--- config.mk ---
export PLATFORM = sky130hd
export DESIGN_NAME = apb_requester
export DESIGN_NICKNAME = d
export VERILOG_FILES = /design/src/rtl/apb_requester.sv
export SDC_FILE = /design/constraint.sdc
export NUM_CORES = 1
export LEC_CHECK = 0
export BUFFER_PORTS_ARGS = -buffer_cell sky130_fd_sc_hd__buf_2
export CAP_MARGIN = 0
export CORE_AREA = 8 8 119 121
export DETAILED_ROUTE_END_ITERATION = 10
export DIE_AREA = 0 0 127 129
export PLACE_DENSITY = 0.81
export SYNTH_ARGS = -nofsm -noshare
export SYNTH_HDL_FRONTEND = slang
export SYNTH_SLANG_ARGS = --single-unit
export TNS_END_PERCENT = 1
--- constraint.sdc ---
create_clock -name pclk -period 5.3 [get_ports pclk]
set_input_delay 0.53 -clock pclk [delete_from_list [all_inputs] [get_ports pclk]]
set_output_delay 0.53 -clock pclk [all_outputs]
set_load 0.02 [all_outputs]
--- src/rtl/apb_requester.sv ---
// apb_requester: APB4 requester with completer decode, back-to-back issue, timeout and decode-miss reporting
module apb_requester #(
  parameter int ADDR_W  = 32,
  parameter int DATA_W  = 32,
  parameter int NUM_SLV = 4,
  parameter int SEL_LSB = 12,
  parameter int TIMEOUT = 16
) (
  input  logic                      pclk,
  input  logic                      preset,
  input  logic                      cmd_valid,
  output logic                      cmd_ready,
  input  logic [ADDR_W-1:0]         cmd_addr,
  input  logic                      cmd_write,
  input  logic [DATA_W-1:0]         cmd_wdata,
  input  logic [DATA_W/8-1:0]       cmd_strb,
  input  logic [2:0]                cmd_prot,
  output logic                      rsp_valid,
  output logic [DATA_W-1:0]         rsp_rdata,
  output logic                      rsp_err,
  output logic [ADDR_W-1:0]         paddr,
  output logic                      pwrite,
  output logic [2:0]                pprot,
  output logic [DATA_W-1:0]         pwdata,
  output logic [DATA_W/8-1:0]       pstrb,
  output logic [NUM_SLV-1:0]        psel,
  output logic                      penable,
  input  logic [NUM_SLV*DATA_W-1:0] prdata_flat,
  input  logic [NUM_SLV-1:0]        pready_vec,
  input  logic [NUM_SLV-1:0]        pslverr_vec
);
  localparam int IW = NUM_SLV > 1 ? $clog2(NUM_SLV) : 1;
  localparam int NP = 1 << IW;
  localparam int RW = NP * DATA_W;
  localparam int CW = TIMEOUT > 0 ? $clog2(TIMEOUT + 1) : 1;
  localparam logic [1:0] IDLE = 2'd0, SETUP = 2'd1, ACCESS = 2'd2, DERR = 2'd3;
  logic [1:0] state;
  logic [IW-1:0] idx, idx_q;
  logic [CW-1:0] cnt;
  logic derr_late;
  logic [NP-1:0] rdy_p, err_p;
  logic [RW-1:0] rd_p;
  logic [DATA_W-1:0] rd;
  logic rdy, err, to_hit, done, acc, miss;
  // pad completer vectors to a power of two so any index value is in range
  assign rdy_p = NP'(pready_vec);
  assign err_p = NP'(pslverr_vec);
  assign rd_p = RW'(prdata_flat);
  assign idx = cmd_addr[SEL_LSB +: IW];
  assign rdy = rdy_p[idx_q];
  assign err = err_p[idx_q];
  assign rd = rd_p[idx_q*DATA_W +: DATA_W];
  // cnt holds ACCESS cycles already spent; the current one makes it cnt+1
  assign to_hit = (TIMEOUT > 0) && (int'(cnt) + 1 == TIMEOUT) && !rdy;
  assign done = (state == ACCESS) && rdy;
  assign cmd_ready = !preset && ((state == IDLE) || (done && !to_hit));
  assign acc = cmd_valid && cmd_ready;
  assign miss = int'(idx) >= NUM_SLV;
  always_ff @(posedge pclk) begin
    if (preset) begin
      state <= IDLE;
      idx_q <= '0;
      cnt <= '0;
      derr_late <= 1'b0;
      paddr <= '0;
      pwrite <= 1'b0;
      pprot <= '0;
      pwdata <= '0;
      pstrb <= '0;
      psel <= '0;
      penable <= 1'b0;
      rsp_valid <= 1'b0;
      rsp_rdata <= '0;
      rsp_err <= 1'b0;
    end else begin
      rsp_valid <= 1'b0;
      rsp_err <= 1'b0;
      rsp_rdata <= '0;
      derr_late <= 1'b0;
      if (state == SETUP) begin
        state <= ACCESS;
        penable <= 1'b1;
      end
      if (state == ACCESS) begin
        cnt <= cnt + CW'(1);
        if (rdy || to_hit) begin
          state <= IDLE;
          psel <= '0;
          penable <= 1'b0;
          rsp_valid <= 1'b1;
          rsp_err <= to_hit || err;
          rsp_rdata <= (pwrite || err || to_hit) ? '0 : rd;
        end
      end
      // a miss accepted behind a completion reports one cycle later to keep pulses distinct
      if (state == DERR) begin
        state <= IDLE;
        rsp_valid <= derr_late;
        rsp_err <= derr_late;
      end
      if (acc) begin
        state <= miss ? DERR : SETUP;
        idx_q <= idx;
        cnt <= '0;
        paddr <= cmd_addr;
        pwrite <= cmd_write;
        pprot <= cmd_prot;
        pwdata <= cmd_wdata;
        pstrb <= cmd_write ? cmd_strb : '0;
        psel <= miss ? '0 : NUM_SLV'(1) << idx;
        penable <= 1'b0;
        derr_late <= miss && (state == ACCESS);
        if (miss && state == IDLE) begin
          rsp_valid <= 1'b1;
          rsp_err <= 1'b1;
        end
      end
    end
  end
endmodule

# After elaboration in Yosys (flattened, before gate mapping)
# Cells that the tools add are included.
dict set report word_totals {
  latchBits 0
  inputBits 211
  ram_bits 0
  memories 0
  reg_bits 120
  romBits 0
  output_inout_bits 112
}
dict set report op_classes {
  shifts 2
  order_cmp 1
  bitwise 2
  muxes 17
  n_mul 0
  addsub 2
  n_eq_ne 4
  n_reduce_logical 22
  n_div 0
}
# operator n
set op_table {}
lappend op_table {{128-bit by 8-bit variable part select with 32-bit output} 1}
lappend op_table {{4-bit 2-to-1 mux} 4}
lappend op_table {{1-bit 2-to-1 mux} 8}
lappend op_table {{4-bit OR reduction} 2}
lappend op_table {{5-bit by 1-bit adder with 6-bit output (second input constant)} 1}
lappend op_table {{6-bit by 5-bit == test with 1-bit output (second input constant)} 1}
lappend op_table {{2-bit 2-to-1 mux} 3}
lappend op_table {{3-bit OR reduction} 2}
lappend op_table {{5-bit by 1-bit adder with 5-bit output (second input constant)} 1}
lappend op_table {{1-bit logical AND} 5}
lappend op_table {{1-bit logical OR} 5}
lappend op_table {{1-bit binary-select mux with 2-bit select} 2}
lappend op_table {{2-bit == test (second input constant)} 2}
lappend op_table {{2-bit nonzero test} 2}
lappend op_table {{1-bit by 2-bit left shift with 4-bit output (first input constant)} 1}
lappend op_table {{1-bit logical NOT} 3}
lappend op_table {{2-bit by 3-bit < comparator with 1-bit output (second input constant)} 1}
lappend op_table {{2-bit by 1-bit == test with 1-bit output (second input constant)} 1}
lappend op_table {{2-bit logical NOT} 1}
lappend op_table {{1-bit inverter} 2}
lappend op_table {{2-bit AND reduction} 1}
lappend op_table {{2-bit OR reduction} 1}

# Logic depth before layout (Yosys ltp)
dict set report logic_depth {
  ltp_word 11
  depth_mapped 7
}

# Worst setup path before layout
# OpenSTA, ideal clock, no wires.
dict set report synth_path {
  path_type {register to register}
  start {register paddr[13] (netlist name)}
  end {register paddr[10]}
  arrival_time_ps 1905
  synth_period_minus_slack_ps 2026
  setup_slack_ps 3274
  path_buffers 3
  required_ps 5179
  stages_incl_launch_ff 8
  cell_sequence {dfxtp_1 -> buf_4 -> mux2_2 -> o22a_1 -> nand3_1 -> buf_4 -> buf_4 -> mux2_2}
}
# element line
set synth_lines {}
lappend synth_lines {{end signal, assigned} 105} ;# paddr <= cmd_addr;
lappend synth_lines {{end, declared} 21} ;# output logic [ADDR_W-1:0] paddr,

==> out/results.ini <==
[pwr]
leakage_nw = 3.66
power.total_mw = 2.63
ir_drop_mv = 0.239
powerDensity_nw_per_um2 = 351

[routing]
wl_per_cell_um = 17.9
dr.pass1.iters = 4
antenna_left = 0
drc = 0
wl_um = 15900
vias = 4321
first_iter_violations = 124
vias_per_cell = 4.86

[timing]
finalHoldWorstSlack_ps = 345
rsz0062_at_grt = no
fin_crit_ps = 2900
setup_viol = 0
fin_skew_ps = 9.69
fmaxAchievable_mhz = 345
fin_ws_ps = 2400
drv_slew = 0
slew_headroom_pct = 30.9
tightestPinTransition_ps = 1040
tns_ps = 0
fin_crit_sh_pct = 54.7
hold_viol = 0

[setup_path]
critPathKind = reg2reg
critPathMaxFanout = 73
r2r_end = psel[2]$_SDFFE_PP0P_
rrSetupSlack_ps = 2400
startpoint_type = flip-flop
endpoint_kind = flip-flop
reg2reg_depth = 6
required_ps = 5590
cp.arrival_ps = 3190
timing.rr.start = paddr[13]$_SDFFE_PP0P_

[min_path]
min_from = cmd_addr[15]
min_to = paddr[15]$_SDFFE_PP0P_
hold_depth = 2
worstHoldPathType = in2reg

[clock_network]
htreeDepth = 4
insertion_delay_ps = 400
cts_hold_buffers = 0
cts_inserted_buffers = 17
clk_pin_slew_worst_paths_ps = 60
clock-sinks = 118
cts.path.max_buffers = 2
cts_resized = 0
cts_tree = built
root_buffer = clkbuf_16
cts_setup_buffers = 0

[die]
dieArea_um2 = 16400
start_util_pct = 41.9
die_h_um = 129
rows = 41
coreArea_um2 = 12300
die_w_um = 127
ioPinCount = 323

[synth]
synth_ff_type = dfxtp_1
syn_area_um2 = 5160
synth-edff-count = 0
ys_seq_area_share_pct = 45.8
yosys_warnings = 0
async_flop_share_pct = 0
yosysUniqueCellTypes = 34
synth_seq_cells = 118
avgSynthCellArea_um2 = 12.6
postSynthCellCount = 410
syn-num-nets = 622

[outcome]
outcome = finished clean

[finish]
syn_to_final_growth_pct = 45.1
nets = 939
final_core_util_pct = 60.8
layout-drive-gt1-share_pct = 67.0
antenna_cells = 0

[global_route]
grt_pass1_vias = 4601
grt_pass1_wl_um = 24200
grt_max_degree = 74
grt_antenna_before_repair = 0
track_usage_pct = 18.9
grt-ovfl-total = 0

[placement]
place_congestion = 0.931
place_hpwl_um = 12500
dp_slack_ps = 2400
numPortBuffers = 322

[job]
max_cap_violations = 0

==> synth_stat cells (2+ instances only) <==
cell | count | share of area, %
inv_1 | 4 | 0.29
mux2_2 | 68 | 15
xor2_1 | 3 | 0.51
nor2b_1 | 69 | 8.4
nor2b_2 | 30 | 5.1
or2_2 | 2 | 0.24
clkbuf_1 | 10 | 0.73
nand2b_1 | 2 | 0.24
a32o_1 | 5 | 0.97
mux2i_1 | 8 | 1.6
buf_6 | 5 | 1.1
nand2_1 | 14 | 1.0
nand4_1 | 2 | 0.24
mux4_2 | 33 | 14
dfxtp_1 | 118 | 46
buf_1 | 3 | 0.22
nor2_1 | 7 | 0.51
buf_4 | 8 | 1.2
a21oi_1 | 4 | 0.39
==> sequential cells by signal (all words and copies together) (netlist names) <==
register   flops
paddr         32
pwdata        32
rsp_rdata     32
cnt            5
psel           4
pstrb          4
pprot          3
state          2
penable        1
pwrite         1
rsp_err        1
rsp_valid      1
==> cell type report <==
type / instances / area (um^2)
multi-input cells: 260 / 2620
inverters: 5 / 18.8
well taps: 150 / 188
clock buffers: 18 / 439
fillers: 1047 / 4830
repair buffers: 325 / 1630
flip-flops and latches: 118 / 2360
clock inverters: 14 / 223
==> critical path, stage by stage, from the launching register on <==
cell and delay [ps]:
dfxtp_1 320, buf_4 400, mux2_2 410, o22a_1 250
nand3_4 740, inv_1 240, a32o_1 330
==> how the worst max path moves through the flow <==
| stage | from | endpoint | slack (ps) | cells past startpoint |
|---|---|---|---|---|
| global placement | paddr[13]$_SDFFE_PP0P_ | psel[1]$_SDFFE_PP0P_ | 2400 | 6 |
| finish | paddr[13]$_SDFFE_PP0P_ | psel[2]$_SDFFE_PP0P_ | 2400 | 6 |
| floorplan | paddr[13]$_SDFFE_PP0P_ | paddr[10]$_SDFFE_PP0P_ | 3270 | 7 |
| CTS | paddr[13]$_SDFFE_PP0P_ | psel[2]$_SDFFE_PP0P_ | 2390 | 6 |
| detailed placement | paddr[13]$_SDFFE_PP0P_ | psel[2]$_SDFFE_PP0P_ | 2400 | 6 |
| global route | paddr[13]$_SDFFE_PP0P_ | psel[2]$_SDFFE_PP0P_ | 2230 | 6 |
==> layer usage <==
layer  wire [um]  part of all wire [%]  track usage, %  vias up
li1            -                     -               -     2077
met1        5200                    33            17.6     1995
met2        8040                    51            33.2      229
met3        2340                    15            11.4       20
met4         324                   2.0            7.49        0
met5           0                     0               0        -
==> layout by cell type (no fill, tap or decap), types with 2 or more instances in the layout <==
cell type / netlist / routed
or2_2: 2 / 2
nor2b_1: 69 / 69
nor2b_2: 30 / 30
inv_6: 0 / 2
a32o_1: 5 / 5
a21oi_1: 4 / 4
mux2i_1: 8 / 8
dfxtp_1: 118 / 117
nand2b_1: 2 / 2
clkinv_4: 0 / 4
mux2_2: 68 / 68
buf_4: 8 / 3
inv_1: 4 / 4
clkbuf_16: 0 / 17
buf_2: 1 / 322
bufinv_16: 0 / 5
clkinvlp_4: 0 / 2
nand2_1: 14 / 14
mux4_2: 33 / 33
nand4_1: 2 / 2
nor2_1: 7 / 7
xor2_1: 3 / 3
==> where the power goes <==
group / total, mW / switching, mW / internal (mW) / leakage, nW
sequential: 0.961 / 0.0231 / 0.938 / 0.966
combinational: 0.400 / 0.185 / 0.215 / 2.37
clock: 1.27 / 0.417 / 0.851 / 0.317
total: 2.63 / 0.625 / 2.00 / 3.66
==> cells by family (layout without fill, tap and decap cells) <==
logic type	Yosys count	after routing	share of synthesized area (%)
fa+ha+maj	1	1	0.243
flops	118	118	45.8
buf+inv	32	362	3.66
compound gates	15	15	2.33
xor+xnor	4	4	0.679
mux	109	109	30.8
simple gates	131	131	16.5
==> per-stage QoR <==
step,instances,area [um^2]
6_report,890,7490
5_1_grt,890,7490
4_1_cts,890,7490
3_5_place_dp,858,6820
3_3_place_gp,858,6820
2_1_floorplan,410,5160
Note: power is estimated with default switching activity, not from simulation.
